File: config.mk
export PLATFORM = sky130hd
export DESIGN_NAME = dma_req_splitter
export DESIGN_NICKNAME = d
export VERILOG_FILES = /design/src/rtl/mempool_pkg.sv /design/src/rtl/dma_backend_tracker.sv /design/src/rtl/dma_req_splitter.sv
export SDC_FILE = /design/constraint.sdc
export NUM_CORES = 1
export LEC_CHECK = 0
export BUFFER_PORTS_ARGS = -buffer_cell sky130_fd_sc_hd__buf_4
export CORE_AREA = 10 10 224 226
export CTS_CLUSTER_DIAMETER = 120
export DETAILED_ROUTE_END_ITERATION = 8
export DIE_AREA = 0 0 234 236
export PLACE_DENSITY_LB_ADDON = 0.08
export REMOVE_ABC_BUFFERS = 1
export SLEW_MARGIN = 20
export SYNTH_ARGS = -nofsm -noshare
export SYNTH_HDL_FRONTEND = slang
export SYNTH_SLANG_ARGS = --single-unit
File: constraint.sdc
create_clock -name clk_i -period 6.7 [get_ports clk_i]
set_input_delay 1.34 -clock clk_i [delete_from_list [all_inputs] [get_ports clk_i]]
set_output_delay 1.34 -clock clk_i [all_outputs]
set_load 0.1 [all_outputs]
File: src/rtl/mempool_pkg.sv
// Shared DMA request/status types and chunk-size constants for the mempool DMA path.
package mempool_pkg;

  localparam int unsigned NumDmasPerSubGroup = 4;
  localparam int unsigned DmaChunkBytes      = 1024;

  typedef struct packed {
    logic [31:0] src;
    logic [31:0] dst;
    logic [31:0] num_bytes;
    logic [3:0]  id;
    logic [3:0]  cache;
    logic [1:0]  burst;
    logic        decouple_rw;
    logic        deburst;
    logic        serialize;
  } dma_req_t;

  typedef struct packed {
    logic trans_complete;
  } dma_meta_t;

  typedef enum logic [1:0] {
    StIdle  = 2'd0,
    StSplit = 2'd1,
    StDrain = 2'd2
  } split_state_e;

  // Largest chunk that neither exceeds the remaining bytes nor crosses a dst chunk boundary.
  function automatic logic [31:0] chunk_len(input logic [31:0] remaining,
                                            input logic [31:0] dst,
                                            input logic [31:0] chunk_bytes);
    logic [31:0] room;
    room = chunk_bytes - (dst & (chunk_bytes - 32'd1));
    return (remaining < room) ? remaining : room;
  endfunction

endpackage

File: src/rtl/dma_backend_tracker.sv
// Per-backend outstanding-chunk counters and the resulting dispatch eligibility.
module dma_backend_tracker
  import mempool_pkg::*;
#(
  parameter int unsigned NumBackends    = NumDmasPerSubGroup,
  parameter int unsigned MaxOutstanding = 4
) (
  input  logic                   clk_i,
  input  logic                   rst_i,
  input  logic [NumBackends-1:0] dispatch_i,
  input  logic [NumBackends-1:0] complete_i,
  output logic [NumBackends-1:0] eligible_o,
  output logic                   all_idle_o
);

  localparam int unsigned CntW = $clog2(MaxOutstanding + 1);
  localparam logic [CntW-1:0] MaxCnt = CntW'(MaxOutstanding);

  logic [CntW-1:0] cnt_q [NumBackends];

  // A completion against an empty counter is stale (e.g. aborted by reset) and is dropped.
  always_ff @(posedge clk_i) begin
    if (rst_i) begin
      for (int unsigned i = 0; i < NumBackends; i++) cnt_q[i] <= '0;
    end else begin
      for (int unsigned i = 0; i < NumBackends; i++) begin
        if (dispatch_i[i] && !(complete_i[i] && cnt_q[i] != '0))
          cnt_q[i] <= cnt_q[i] + 1'b1;
        else if (!dispatch_i[i] && complete_i[i] && cnt_q[i] != '0)
          cnt_q[i] <= cnt_q[i] - 1'b1;
      end
    end
  end

  always_comb begin
    eligible_o = '0;
    all_idle_o = 1'b1;
    for (int unsigned i = 0; i < NumBackends; i++) begin
      eligible_o[i] = (cnt_q[i] < MaxCnt);
      if (cnt_q[i] != '0) all_idle_o = 1'b0;
    end
  end

endmodule

File: src/rtl/dma_req_splitter.sv
// Splits a frontend DMA transfer into dst-aligned chunks dispatched round-robin to backends.
// Optional dispatch statistics counter enabled by defining DMA_SPLITTER_STATS_EN.
module dma_req_splitter
  import mempool_pkg::*;
#(
  parameter int unsigned NumBackends    = NumDmasPerSubGroup,
  parameter int unsigned ChunkBytes     = DmaChunkBytes,
  parameter int unsigned MaxOutstanding = 4
) (
  input  logic                   clk_i,
  input  logic                   rst_i,
  input  dma_req_t               req_i,
  input  logic                   req_valid_i,
  output logic                   req_ready_o,
  output dma_req_t               be_req_o [NumBackends],
  output logic [NumBackends-1:0] be_valid_o,
  input  logic [NumBackends-1:0] be_ready_i,
  input  dma_meta_t              be_meta_i [NumBackends],
  output logic                   busy_o,
  output logic                   done_o,
  output logic [31:0]            stat_chunks_o
);

  localparam int unsigned PtrW = (NumBackends > 1) ? $clog2(NumBackends) : 1;

  split_state_e           state_q;
  dma_req_t               cur_q;
  logic [PtrW-1:0]        rr_q, held_tgt_q, tgt;
  logic                   held_q, found, dispatching, fire, all_idle;
  logic [NumBackends-1:0] eligible, complete, handshake;
  logic [31:0]            len;
  dma_req_t               chunk;
  int unsigned            idx;

  assign len = chunk_len(cur_q.num_bytes, cur_q.dst, 32'(ChunkBytes));

  always_comb begin
    chunk           = cur_q;
    chunk.num_bytes = len;
  end

  // A presented-but-unaccepted target is held so be_req_o cannot move under a stalled backend;
  // its counter can only fall meanwhile, so it stays eligible.
  always_comb begin
    found = 1'b0;
    tgt   = '0;
    idx   = 0;
    for (int unsigned k = 0; k < NumBackends; k++) begin
      idx = (32'(rr_q) + k) % NumBackends;
      if (!found && eligible[PtrW'(idx)]) begin
        found = 1'b1;
        tgt   = PtrW'(idx);
      end
    end
    if (held_q) begin
      found = 1'b1;
      tgt   = held_tgt_q;
    end
  end

  assign dispatching = (state_q == StSplit) && (cur_q.num_bytes != '0) && found;
  assign fire        = dispatching && be_ready_i[tgt];

  always_comb begin
    be_valid_o = '0;
    complete   = '0;
    for (int unsigned i = 0; i < NumBackends; i++) begin
      be_req_o[i]   = '0;
      complete[i]   = be_meta_i[i].trans_complete;
      if (dispatching && tgt == PtrW'(i)) begin
        be_valid_o[i] = 1'b1;
        be_req_o[i]   = chunk;
      end
    end
  end

  assign handshake = be_valid_o & be_ready_i;

  dma_backend_tracker #(
    .NumBackends   (NumBackends),
    .MaxOutstanding(MaxOutstanding)
  ) u_tracker (
    .clk_i     (clk_i),
    .rst_i     (rst_i),
    .dispatch_i(handshake),
    .complete_i(complete),
    .eligible_o(eligible),
    .all_idle_o(all_idle)
  );

  always_ff @(posedge clk_i) begin
    if (rst_i) begin
      state_q    <= StIdle;
      cur_q      <= '0;
      rr_q       <= '0;
      held_q     <= 1'b0;
      held_tgt_q <= '0;
    end else begin
      case (state_q)
        StIdle: begin
          if (req_valid_i) begin
            cur_q   <= req_i;
            state_q <= StSplit;
          end
        end
        StSplit: begin
          if (cur_q.num_bytes == '0) begin
            state_q <= StDrain;
          end else if (fire) begin
            cur_q.src       <= cur_q.src + len;
            cur_q.dst       <= cur_q.dst + len;
            cur_q.num_bytes <= cur_q.num_bytes - len;
            rr_q            <= (tgt == PtrW'(NumBackends - 1)) ? '0 : tgt + 1'b1;
            held_q          <= 1'b0;
            if (cur_q.num_bytes == len) state_q <= StDrain;
          end else if (dispatching) begin
            held_q     <= 1'b1;
            held_tgt_q <= tgt;
          end
        end
        StDrain: begin
          if (all_idle) state_q <= StIdle;
        end
        default: state_q <= StIdle;
      endcase
    end
  end

  assign req_ready_o = (state_q == StIdle) && !rst_i;
  assign busy_o      = (state_q != StIdle);
  assign done_o      = (state_q == StDrain) && all_idle;

`ifdef DMA_SPLITTER_STATS_EN
  logic [31:0] stat_q;

  always_ff @(posedge clk_i) begin
    if (rst_i)     stat_q <= '0;
    else if (fire) stat_q <= stat_q + 32'd1;
  end

  assign stat_chunks_o = stat_q;
`else
  assign stat_chunks_o = '0;
`endif

endmodule

* Word level (Yosys, flattened, before mapping)
Memory sizes are Yosys's and may differ from the RTL's.
Index checks and enable logic that the tools add are counted.
Widths: inputs -> output; s select.
** Cells by class
- $add $sub $neg :: 16
- $lt $le $gt $ge :: 10
- Equal/unequal tests :: 12
- Multiplexer cells :: 84
- Bitwise gates (word level) :: 11
- Reductions and logical operators :: 57
** Operators with widths (count)
- $mux 109 :: 5
- $mux 96 :: 2
- $pmux 96 s2 :: 1
- $add 32x32->32 :: 2
- $mux 1 :: 50
- $eq 32x32->1 :: 1
- $logic_not 32->1 :: 1
- $lt 32x32->1 :: 1
- $mux 32 :: 1
- $reduce_bool 32->1 :: 1
- $sub 32x32->32 :: 1
- $logic_and 1x1->1 :: 28
- $mux 3 :: 8
- $mux 2 :: 11
- $lt 2x3->1 const B :: 5
- $add 3x1->3 const B :: 4
- $logic_not 1->1 :: 12
- $lt 3x3->1 const B :: 4
- $reduce_and 4->1 :: 3
- $reduce_bool 3->1 :: 4
- $sub 11x10->12 const A :: 1
- $sub 3x1->3 const B :: 4
- $bmux 1 s2 :: 5
- $ne 2x2->1 const B :: 4
- 14 further kinds :: 31
** Word-level totals
- Flip-flop bits (word level) :: 116
- RAM bits :: 12
- Output and inout bits :: 475
- Logic and storage cells :: 204
- Memories kept :: 1
** Memories
- u_tracker.cnt_q :: words 4, bits a word 3, read ports 4, clocked after memory_dff 0, write ports 4, line dma_backend_tracker.sv:19 : logic [CntW-1:0] cnt_q [NumBackends];

* Depth between registers and ports, before layout
An unclocked memory read counts as a cell.
- Depth in word-level cells :: 27
- Mapped depth :: 25

* Cells and area by module
Synthesis repeated with hierarchy kept, for this count alone.
** Unflattened totals
- Cell total of the unflattened synthesis :: 1934
- Area total of the unflattened synthesis :: 14223.6 um^2
** By module, submodules not included
- dma_req_splitter :: instances 1, cells each 1851, area each 13349.1 um^2, seq. area each 2322.2 um^2
- dma_backend_tracker :: instances 1, cells each 83, area each 874.6 um^2, seq. area each 360.3 um^2

* Worst setup path after synthesis
OpenSTA, ideal clock, no wires.
- Kind :: register to register
- Start :: register cur_q, in the netlist chunk[51]
- End :: register cur_q, in the netlist chunk[106]
- Library setup time :: 0.133 ns
- Arrival time :: 5.616 ns
- Data required time :: 6.567 ns
- Setup slack :: 0.951 ns
- Cell stages (with the launch flop) :: 23
- Buffers on the path :: 2
- Path through :: dfxtp_1 -> clkbuf_1 -> or3_1 -> nor3_1 -> xnor2_1 -> inv_1 -> ha_1 -> and4_1 -> a221o_1 -> a311oi_2 -> buf_4 -> mux2i_1 -> inv_1 -> ha_1 -> a211oi_1 -> o21ai_0 -> o2111ai_1 -> nand4_1 -> a221oi_1 -> o21ai_0 -> a221oi_1 -> mux2i_1 -> a311oi_1
** Between the ends
- Cells in the longest elaborated chain, start to end :: 7
** RTL lines
- start: declaration :: line dma_req_splitter.sv:27 : dma_req_t cur_q;
- start signal: assignment :: line dma_req_splitter.sv:102 : cur_q <= req_i;
- $sub 11x10->12 (*) :: line mempool_pkg.sv:34 : room = chunk_bytes - (dst & (chunk_bytes - 32'd1));
- $lt 32x32->1 :: line mempool_pkg.sv:35 : return (remaining < room) ? remaining : room;
- $mux 32 (*) :: line mempool_pkg.sv:35
- $add 32x32->32 (*) :: line dma_req_splitter.sv:110 : cur_q.src <= cur_q.src + len;
- $mux 96 (*) :: line dma_req_splitter.sv:109 : end else if (fire) begin
- $mux 96 (*) :: line dma_req_splitter.sv:107 : if (cur_q.num_bytes == '0) begin
- $pmux 96 s2 (*) :: line dma_req_splitter.sv:99 : case (state_q)
Every way passes the cells marked *; elsewhere a longest branch is shown, timed or not. The select of a mux whose other input is x is not followed.
A chain may end at the register's enable or synchronous reset.

* Worst setup path in the final report
- Start :: register cur_q, in the netlist chunk[45]
- End :: register cur_q, in the netlist chunk[71]
** Between the ends
- Cells in the longest elaborated chain, start to end :: 7
** RTL lines
- $sub 11x10->12 :: line mempool_pkg.sv:34
- $lt 32x32->1 :: line mempool_pkg.sv:35
- $mux 32 :: line mempool_pkg.sv:35
- $add 32x32->32 (*) :: line dma_req_splitter.sv:111 : cur_q.dst <= cur_q.dst + len;
- $mux 96 (*) :: line dma_req_splitter.sv:109
- $mux 96 (*) :: line dma_req_splitter.sv:107
- $pmux 96 s2 (*) :: line dma_req_splitter.sv:99
Marks and branches as above.

==> metrics list <==
* Post-Place Cell Area: 0.0177 mm^2
- WP data required: 7.00 ns
- The via count of the first global-routing pass came to 14800.
* Final number of setup-violating endpoints: 0
* Most numerous cell in the Yosys netlist: sky130_fd_sc_hd__and3_1
- Final period demand of the worst path: 6.27 ns
- During I/O placement, the number of pins put on the boundary was 595.
* Routed length per instance: 20.6 um
- Buffers inserted during clock tree synthesis total 17.
- Entering global routing, the biggest net connects 198 pins.
- Broken down by cell family, the worst path's largest delay share belongs to compound AO/OA/AOI/OAI gates.
* Root Buffer Master: sky130_fd_sc_hd__clkbuf_16
* Global-route usage over all layers: 21.2%
- Of the cells placed in the final design, the portion with a size suffix greater than 1 is 24.2%.
* Register bit total from synthesis: 128
* Portion of the post-synthesis area used by sequential elements: 19.1%
* Iteration count of the initial detailed-routing pass: 6
- DR vias: 15400
- Worst stage delay on the critical path: 0.78 ns
- The share of total power dissipated in combinational logic is 72.2%.
* Final-stage net count: 2595
- Summed negative setup slack over all endpoints: 0 ns
- Global route total overflow: 0
- Post-route cell area: 0.0184 mm^2
- Wire length of the first global-routing pass: 92500 um
- Quantity of hold-fixing buffers added after cts: 0
* Detailed Route Iter0 Violations: 962
- Most used standard cells in the synthesized netlist: 303 x sky130_fd_sc_hd__and3_1, 242 x sky130_fd_sc_hd__nor2_1, 130 x sky130_fd_sc_hd__clkbuf_1
* CTS tree: built
* Avg Synthesized Cell Area: 7.15 um^2
- Of all nets on the critical path, the largest fanout is 11.
- Pwr Total: 8.14 mW
* Starting density of the core: 30.6%
- Later-pin clock latency in the skew report: 0.46 ns
- Derived from the worst setup path, the maximum achievable clock frequency is 160 MHz.
- Data on the critical path arrives at its endpoint at 6.57 ns.
* Run status: finished, final reports clean
- Synth area leaders: sky130_fd_sc_hd__dfxtp_1 17%, sky130_fd_sc_hd__and3_1 13%, sky130_fd_sc_hd__ha_1 8.1%
* Number of slew-limit violations in the final report: 0
* DRT antenna net count: 0
- The worst-case IR drop observed on VDD is 0.239 mV.
* Setup repair after global routing missed its margin: false
* Count of max-cap constraint violations: 0
* Library cell contributing the largest single delay on the critical path: sky130_fd_sc_hd__or4b_2
- After detailed placement, the design holds a cell count of 2964.
* Endpoint class of the critical path: flip-flop
- Number of distinct standard cells referenced by the synthesized netlist: 76
- Yosys printed 0 warnings.
- The internal portion of the total power is 3.35 mW.
- Share of the clock period used by the worst path after layout: 93.5%
* Clock transition at the register clock pins on the worst setup and hold paths after CTS: 0.07 ns
- In this run the power spent charging and discharging nets is 4.79 mW.
- For this block, the routed nets add up to 61700 um of wire.
- Cell Area, Synth: 0.0141 mm^2
* FFs w/ async S/R, synth: 0%
- Total count of hold-check failures in the final report: 0
* Die X: 234 um
- Category of the worst setup path launch point: flip-flop
- Worst clock skew on the final layout: 0.0110 ns
* Actual slew at the worst max-slew pin: 1.00 ns
* Cell type with the highest occurrence count on the critical path: sky130_fd_sc_hd__inv_1
* Initial antenna violation count: 5
- Clock tree sinks: 128
- The analysis attributes to cell leakage a power of 9.90 nW.
* Weighted congestion reported at the end of routability-driven placement: 0.856
- From synthesis to final layout, the design area changed by 31.0%.
- Together, buffers and inverters on the worst path number 6.
- Dividing the detail-routed via count by the number of cells gives 5.14.
- Proportion of power drawn by the clock network: 12.8%
* Die footprint: 0.0552 mm^2
- Core footprint: 0.0459 mm^2
* Worst min-delay path class: flip-flop to flip-flop
- Final std cells w/o fill: 2999
* EDFF count, synth: 12
* Max H-tree Level: 4
- In this run the tool buffered the top-level ports with 478 buffer cells.
* Count of mapped cells out of synthesis: 1967
- The share of total power dissipated in sequential elements is 14.9%.
- Of all cell types, the one taking the most synthesized area is sky130_fd_sc_hd__dfxtp_1.
* Vert. Die Dim: 236 um
* Most used DFF post-synth: sky130_fd_sc_hd__dfxtp_1
- Headroom to the max-slew limit came out at 33.3%.
* Maximum buffer depth of the clock tree: 2
* Floorplan row count: 79
* Share of the core filled with cells in the final layout: 40.2%
* Switch share: 58.9%
- Post-route DRC: 0
* Category of the most critical setup path: flip-flop to flip-flop
- HPWL reported at the end of detailed placement: 46100 um
- The share of synthesized area in the top cell type comes to 16.5%.
- For this design the ratio of total power to cell area is 442 mW/mm^2.
state kept, by name, indices dropped and copies added (netlist names):
name,count
chunk,77
held_tgt_q,2
state_q,2
u_tracker.cnt_q,12
held_q,1
rr_q,2
cur_q,32
cells in the final DEF (no fill, tap or decap), types with 5 or more instances in the layout:
cell	n
sky130_fd_sc_hd__a211oi_1	26
sky130_fd_sc_hd__a21o_1	54
sky130_fd_sc_hd__a21oi_1	105
sky130_fd_sc_hd__a221oi_1	35
sky130_fd_sc_hd__a22oi_1	8
sky130_fd_sc_hd__a311oi_1	38
sky130_fd_sc_hd__a31oi_1	14
sky130_fd_sc_hd__and3_1	303
sky130_fd_sc_hd__buf_4	509
sky130_fd_sc_hd__clkbuf_16	17
sky130_fd_sc_hd__conb_1	156
sky130_fd_sc_hd__dfxtp_1	116
sky130_fd_sc_hd__edfxtp_1	12
sky130_fd_sc_hd__fa_1	6
sky130_fd_sc_hd__ha_1	87
sky130_fd_sc_hd__inv_1	59
sky130_fd_sc_hd__mux2i_1	23
sky130_fd_sc_hd__nand2_1	113
sky130_fd_sc_hd__nand2b_1	24
sky130_fd_sc_hd__nand3_1	32
sky130_fd_sc_hd__nand4_1	13
sky130_fd_sc_hd__nor2_1	242
sky130_fd_sc_hd__nor2b_1	10
sky130_fd_sc_hd__nor3_1	82
sky130_fd_sc_hd__nor3b_1	12
sky130_fd_sc_hd__nor4_1	5
sky130_fd_sc_hd__o211ai_1	9
sky130_fd_sc_hd__o21a_1	13
sky130_fd_sc_hd__o21ai_0	66
sky130_fd_sc_hd__o21bai_1	8
sky130_fd_sc_hd__o31ai_1	6
sky130_fd_sc_hd__or2_2	10
sky130_fd_sc_hd__or3_1	12
sky130_fd_sc_hd__xnor2_1	42
sky130_fd_sc_hd__xor2_1	26
power by group through the flow:
stage                     clock (mW)  combinational (mW)  sequential, mW
after global placement             0                5.81            1.22
after floorplan                    0                4.36            1.13
final                           1.05                5.88            1.22
after CTS                       1.08                5.85            1.22
after detailed placement           0                5.83            1.23
after global routing            1.10                6.40            1.26
metrics by stage:
step	hold WS (ns)	setup slack (ns)
floorplan	0.442	-4.46
global placement	0.469	0.326
detailed placement	0.470	0.226
CTS	0.480	0.182
global route	0.522	0.0108
finish	0.477	0.434
metal layers:
| layer | share of wire (%) | up-vias | wire (um) | global-route usage [%] |
|---|---|---|---|---|
| li1 | - | 7637 | - | - |
| met1 | 42 | 7263 | 26100 | 26.1 |
| met2 | 50 | 456 | 30500 | 37.0 |
| met3 | 6.9 | 41 | 4240 | 4.29 |
| met4 | 1.2 | 8 | 733 | 4.32 |
| met5 | 0.084 | - | 52 | 0 |
worst register-to-register path: stages, from the launching register on:
cell and delay (ns):
sky130_fd_sc_hd__dfxtp_1 0.36, sky130_fd_sc_hd__inv_1 0.18, sky130_fd_sc_hd__ha_1 0.23, sky130_fd_sc_hd__nand3b_1 0.15
sky130_fd_sc_hd__nor3_1 0.21, sky130_fd_sc_hd__xnor2_1 0.17, sky130_fd_sc_hd__inv_1 0.07, sky130_fd_sc_hd__ha_1 0.26
sky130_fd_sc_hd__and4_1 0.20, sky130_fd_sc_hd__a221o_1 0.37, sky130_fd_sc_hd__a311oi_2 0.24, sky130_fd_sc_hd__buf_4 0.27
sky130_fd_sc_hd__mux2i_1 0.11, sky130_fd_sc_hd__buf_4 0.16, sky130_fd_sc_hd__inv_1 0.11, sky130_fd_sc_hd__ha_1 0.22
sky130_fd_sc_hd__inv_1 0.07, sky130_fd_sc_hd__fa_1 0.37, sky130_fd_sc_hd__nand2b_1 0.21, sky130_fd_sc_hd__a21oi_2 0.22
sky130_fd_sc_hd__o41a_1 0.28, sky130_fd_sc_hd__a211oi_1 0.18, sky130_fd_sc_hd__or4b_2 0.78, sky130_fd_sc_hd__a21oi_2 0.23
sky130_fd_sc_hd__o21ai_0 0.13, sky130_fd_sc_hd__a32oi_1 0.25, sky130_fd_sc_hd__a211oi_2 0.10
logic make-up after synthesis:
logic type | Yosys count | share of synthesized area, %
AND/OR/NAND/NOR | 886 | 32.5
AO/OA/AOI/OAI | 427 | 20.9
buffers and inverters | 334 | 12.5
flip-flops | 128 | 19.1
adder cells (fa/ha/maj) | 97 | 8.95
XOR/XNOR | 68 | 4.24
multiplexers | 26 | 1.87
other | 1 | 0.0267
timing repair:
| item | CTS | global route |
|---|---|---|
| gates resized for setup | 0 | 5 |
| setup buffers | 0 | 1 |
| endpoints found under the setup margin | 0 | 12 |
area by class of cell:
class	count	area [um^2]
Antenna cell	1	2.50
Clock buffer	23	478
Clock inverter	9	155
Fill cell	4865	27400
Inverter	60	225
Multi-Input combinational cell	1660	10300
Sequential cell	128	2680
Tap cell	607	759
Timing Repair Buffer	511	3860
path summary, 6_finish.rpt:
check	from	endpoint	slack (ns)	cells past startpoint
hold / removal	cur_q[29]	cur_q[29]	0.48	2
hold reg to reg	cur_q[29]	cur_q[29]	0.48	2
setup reg to reg	chunk[45]	chunk[71]	0.43	26
setup / recovery	chunk[45]	chunk[71]	0.43	26
Note: power is estimated with default switching activity, not from simulation.
